$ cat src/rtl/pipelined_adder.sv
// pipelined_adder: segmented ripple-carry adder/subtractor, one carry segment per stage, valid/ready with backpressure
module pipelined_adder #(
  parameter int WIDTH  = 16,
  parameter int STAGES = 4
) (
  input  logic             clk,
  input  logic             rst,
  input  logic             in_valid,
  output logic             in_ready,
  input  logic [WIDTH-1:0] a,
  input  logic [WIDTH-1:0] b,
  input  logic             cin,
  input  logic             sub,
  output logic             out_valid,
  input  logic             out_ready,
  output logic [WIDTH-1:0] sum,
  output logic             cout,
  output logic             ovf
);
  localparam int SEG = WIDTH / STAGES;
  logic             v  [STAGES];
  logic             c  [STAGES];
  logic [WIDTH-1:0] ar [STAGES];
  logic [WIDTH-1:0] br [STAGES];
  logic [WIDTH-1:0] sr [STAGES];
  logic             adv;
  assign adv       = out_ready || !out_valid;
  assign in_ready  = adv;
  assign out_valid = v[STAGES-1];
  assign sum       = sr[STAGES-1];
  assign cout      = c[STAGES-1];
  assign ovf       = (ar[STAGES-1][WIDTH-1] == br[STAGES-1][WIDTH-1]) && (sr[STAGES-1][WIDTH-1] != ar[STAGES-1][WIDTH-1]);
  for (genvar i = 0; i < STAGES; i++) begin : g_st
    logic [WIDTH-1:0] ai, bi, si, so;
    logic             ci, vi, co;
    logic [SEG-1:0]   seg;
    if (i == 0) begin : g_in
      assign ai = a;
      assign bi = sub ? ~b : b;
      assign ci = sub | cin;
      assign si = '0;
      assign vi = in_valid;
    end else begin : g_mid
      assign ai = ar[i-1];
      assign bi = br[i-1];
      assign ci = c[i-1];
      assign si = sr[i-1];
      assign vi = v[i-1];
    end
    assign {co, seg} = {1'b0, ai[i*SEG +: SEG]} + {1'b0, bi[i*SEG +: SEG]} + {{SEG{1'b0}}, ci};
    always_comb begin
      so = si;
      so[i*SEG +: SEG] = seg;
    end
    always_ff @(posedge clk) begin
      if (rst) begin
        v[i]  <= 1'b0;
        c[i]  <= 1'b0;
        ar[i] <= '0;
        br[i] <= '0;
        sr[i] <= '0;
      end else if (adv) begin
        v[i]  <= vi;
        c[i]  <= co;
        ar[i] <= ai;
        br[i] <= bi;
        sr[i] <= so;
      end
    end
  end
endmodule
$ cat config.mk
export PLATFORM = sky130hd
export DESIGN_NAME = pipelined_adder
export DESIGN_NICKNAME = d
export VERILOG_FILES = /design/src/rtl/pipelined_adder.sv
export SDC_FILE = /design/constraint.sdc
export NUM_CORES = 1
export LEC_CHECK = 0
export ABC_CLOCK_PERIOD_IN_PS = 9000
export CAP_MARGIN = 20
export CELL_PAD_IN_SITES_DETAIL_PLACEMENT = 0
export CELL_PAD_IN_SITES_GLOBAL_PLACEMENT = 1
export CORE_ASPECT_RATIO = 0.7
export CORE_UTILIZATION = 49
export DETAILED_ROUTE_END_ITERATION = 12
export GPL_TIMING_DRIVEN = 0
export PLACE_DENSITY = 0.95
export SLEW_MARGIN = 0
export SYNTH_ARGS = -nofsm -noshare
export SYNTH_HDL_FRONTEND = slang
export SYNTH_SLANG_ARGS = --single-unit
$ cat constraint.sdc
create_clock -name clk -period 9 [get_ports clk]
set_input_delay 2.7 -clock clk [delete_from_list [all_inputs] [get_ports clk]]
set_output_delay 2.7 -clock clk [all_outputs]
set_load 0.01 [all_outputs]
Word level (Yosys, flattened, before mapping)
Memories as Yosys holds them, arrays and structs flattened.
Index checks and enable logic that the tools add are counted.
{ "classes": {"reduce_logical": 3, "n_bitwise": 22, "muxes": 26, "add_sub_neg": 8, "n_eq_ne": 2} }
{ "op_table": {"columns": ["op", "n"], "rows": [
  ["16-bit 2-to-1 mux", 13],
  ["1-bit OR", 21],
  ["4-bit by 4-bit adder with 5-bit output", 4],
  ["5-bit by 1-bit adder with 5-bit output", 4],
  ["16-bit inverter", 1],
  ["1-bit 2-to-1 mux", 13],
  ["1-bit == test", 1],
  ["1-bit logical AND", 1],
  ["1-bit zero test", 1],
  ["1-bit logical OR", 1],
  ["1-bit inequality test", 1]
]} }
{ "word_totals": {"regBits": 0, "output_inout_bits": 20, "ram_bits": 200, "memories": 5, "inputBits": 38, "wordCells": 66} }
{ "memory_table": {"columns": ["memory", "depth", "word_bits", "read_ports", "rd_ports_with_merged_regs", "wr", "line_no", "rtl"], "rows": [
  ["ar", 4, 16, 4, 0, 4, "23", "logic [WIDTH-1:0] ar [STAGES];"],
  ["br", 4, 16, 4, 0, 4, "24", "logic [WIDTH-1:0] br [STAGES];"],
  ["sr", 4, 16, 4, 0, 4, "25", "logic [WIDTH-1:0] sr [STAGES];"],
  ["c", 4, 1, 4, 0, 4, "22", "logic c [STAGES];"],
  ["v", 4, 1, 4, 0, 4, "21", "logic v [STAGES];"]
]} }

Logic depth before layout (Yosys ltp)
An unclocked memory read counts as a cell.
{ "logic_depth": {"word_depth": 7, "mapped_depth": 9, "depth_no_buf": 7} }

Worst setup path after synthesis
Ideal clock, no wire load.
{ "synth_timing": {"path_kind": "input -> output", "from": "input out_ready", "to": "output in_ready", "arrival_time_ns": 3.111, "stages": 3, "required_ns": 6.300, "slack_ns": 3.189, "cell_sequence": "nand2b_1 > buf_6 > buf_4"} }
{ "synth_via": {"elab_chain_len": 1} }
{ "synth_rtl": {"columns": ["element", "line_no", "rtl"], "rows": [
  ["start: declaration", "15", "input logic out_ready,"],
  ["1-bit logical OR", "27", "assign adv = out_ready || !out_valid;"],
  ["end: declaration", "9", "output logic in_ready,"]
]} }
No other way between the ends.

Worst setup path in the final report
Same ends and word-level chain as after synthesis.

==> impl_metrics.json <==
{
  "status": "completed",
  "cts_sinks": 98,
  "core_um2": 8580,
  "vias_per_cell": 5.07,
  "syn2layout_area_growth_pct": 23.6,
  "start_util_pct": 51.4,
  "path_class": "in -> out",
  "syn-mean-instance-area_um2": 14.0,
  "hold_viol_final": 0,
  "yosys.area.top_type": "edfxtp_1",
  "ys_async_sr_fraction_pct": 0,
  "ys_types": 27,
  "cp_slowest_cell": "clkdlybuf4s50_1",
  "numCtsBuffers": 9,
  "cts-root-buf": "clkbuf_16",
  "worstPathMaxFanout": 10,
  "dp_hpwl_um": 5320,
  "tritoncts": "yes",
  "final_layout_size_suffix_gt1_share_pct": 10.3,
  "synth-simple-area-share_pct": 15.9,
  "stdcell_count": 507,
  "power.share.clock_pct": 36.7,
  "yosys_warnings": 0,
  "synth_enable_flop_cells": 98,
  "intPower_uw": 805,
  "grt_pass1_wl_um": 11900,
  "ctsResizeCount": 0,
  "fin_tns_setup_ns": 0,
  "skew_ns": 0.00430,
  "syn-instance-count": 314,
  "synth_adder_area_share_pct": 7.04,
  "grt_max_degree": 74,
  "io_buffers": 56,
  "path_cells": "clkdlybuf4s50_1 -> nand2b_1 -> buf_6 -> buf_4 -> clkdlybuf4s50_1",
  "period_needed_ns": 6.91,
  "worst_hold_path_type": "reg -> reg",
  "synth-main-ff-cell": "edfxtp_1",
  "wl_per_cell_um": 14.8,
  "synth_nets": 372,
  "pin_count": 58,
  "maxSlewViolCount": 0,
  "finalSetupViolCount": 0,
  "antenna_found_initial": 0,
  "cpMostUsedCell": "clkdlybuf4s50_1",
  "clk_pin_slew_ns": 0.07,
  "slowest_delay_ns": 0.56,
  "antenna_cells": 0,
  "vias": 2573,
  "chipWidth_um": 115,
  "crit_family": "buffers and inverters",
  "syn_area_um2": 4410,
  "cp-start-kind": "primary input",
  "worst_slew_pin_slew_ns": 0.506,
  "cts_htree_levels": 3,
  "fin_crit_sh_pct": 76.8,
  "synth_top_area_share_pct": 66.7,
  "combPwrFrac_pct": 9.7,
  "insertion_delay_ns": 0.33,
  "slew_headroom_pct": 66.3,
  "finalNetCount": 440,
  "muxShareOfSynthArea_pct": 0.227,
  "postCtsSetupBuffers": 0,
  "drtPass1Iterations": 4,
  "synthTopCellsByArea": "edfxtp_1 67%, and3_1 9.8%, fa_1 3.6%, ha_1 3.4%, xnor2_1 2.4%",
  "gr-usage-all-layers_pct": 17.7,
  "crit_arrival_ns": 4.21,
  "rsz0062_at_grt": "false",
  "p_leak_nw": 2.37,
  "crit_buf_inv": 4,
  "drt-initial-drc-count": 189,
  "seqPwrFrac_pct": 53.6,
  "drt_wl_total_um": 7490,
  "synth_top_family_by_area": "simple AND/OR/NAND/NOR gates",
  "grt_pass1_vias": 2521,
  "clk_path_buf_depth": 2,
  "fmax_mhz": 145,
  "synthXorXnorAreaFrac_pct": 3.18,
  "place_congestion": 0.777,
  "p_sw_share_pct": 20.9,
  "p_per_area_nw_per_um2": 187,
  "synth_compound_area_share_pct": 1.99,
  "irDropWorstVdd_uv": 89.3,
  "place_inst": 491,
  "cts_hold_buf": 0,
  "die_area_um2": 9390,
  "critical_path.endpoint_type": "output pin",
  "synth.ff_latch_count": 98,
  "ys_seq_area_share_pct": 66.7,
  "die_y_um": 81.4,
  "max-cap-violations": 0,
  "rows": 28,
  "antenna_left": 0,
  "post-route-drc-count": 0,
  "gr-total-overflow": 0,
  "p_sw_uw": 213,
  "cp.required_ns": 6.30
}
[path summary, 6_finish.rpt]
check,start,to,slack (ns),cells after the start
max,out_ready,in_ready,2.09,5
max reg2reg,c[1][0],c[1][1],7.14,6
min reg2reg,br[0][10],br[1][10],0.55,1
min,br[0][10],br[1][10],0.55,1
[stage by stage]
stage / hold slack [ns] / total power [mW] / worst slack [ns] / area (um^2) / util, %
CTS: 0.547 / 1.02 / 2.07 / 5450 / 63.5
global placement: 0.532 / 0.650 / 1.92 / 5120 / 59.7
detailed placement: 0.538 / 0.655 / 2.09 / 5150 / 60.1
finish: 0.549 / 1.02 / 2.09 / 5450 / 63.5
floorplan: 0.528 / 0.611 / 3.19 / 4410 / -
global route: 0.562 / 1.05 / 2.01 / 5450 / 63.5
[synth_stat cells (5+ instances only)]
cell type   n
edfxtp_1   98
fa_1        8
clkbuf_2    6
clkbuf_1    7
inv_1      25
ha_1       12
nor2_1     20
xnor2_1    12
nor3_2      6
o21ai_0     5
nor2b_1     8
and3_1     69
a21oi_1    11
[kinds of logic (layout without fill, tap and decap cells)]
| kind of cell | Yosys count | in the layout |
|---|---|---|
| compound gates | 17 | 17 |
| xor+xnor | 16 | 16 |
| fa+ha+maj | 20 | 20 |
| buf+inv | 46 | 119 |
| flops | 98 | 98 |
| mux | 1 | 1 |
| simple gates | 116 | 116 |
[worst register-to-register path, cell delays in order, from the launching register on]
cell	delay [ns]
edfxtp_1	0.33
inv_1	0.06
fa_1	0.47
fa_1	0.42
nor2b_1	0.18
o21ai_0	0.10
a21oi_1	0.14
[registers in the layout, indices dropped and copies added, names as in the netlist]
register / cells
v: 4
c: 4
sr: 40
br: 25
ar: 25
[power by group through the flow]
stage	Combinational, mW	Sequential, mW	Clock, mW
finish	0.0987	0.546	0.373
global route	0.111	0.548	0.395
CTS	0.0999	0.546	0.378
detailed placement	0.0992	0.556	0
global placement	0.0950	0.555	0
floorplan	0.0556	0.555	0
[cells in the final DEF, fill, tap and decap left out, types with 5 or more instances in the layout]
cell type and n:
nor2_1 20, clkbuf_16 9, nor2b_1 8, nor3_2 6, clkbuf_2 6, inv_1 25, clkdlybuf4s50_1 56, clkbuf_1 7
fa_1 8, a21oi_1 11, xnor2_1 12, edfxtp_1 98, ha_1 12, and3_1 69, o21ai_0 5
[area by class of cell]
type	count	area [um^2]
Buffer	20	119
Clock buffer	9	225
Clock inverter	7	68.8
Fill cell	634	3130
Inverter	26	97.6
Multi-Input combinational cell	170	1260
Sequential cell	98	2940
Tap cell	120	150
Timing Repair Buffer	57	588
[per-layer routing]
layer  wire length (um)  global-route usage, %
met2               3910                   31.2
met3                535                   4.70
met5                  0                      0
met1               3010                   20.9
met4                 38                   6.75
No activity file was read; power rests on OpenSTA's default activity.
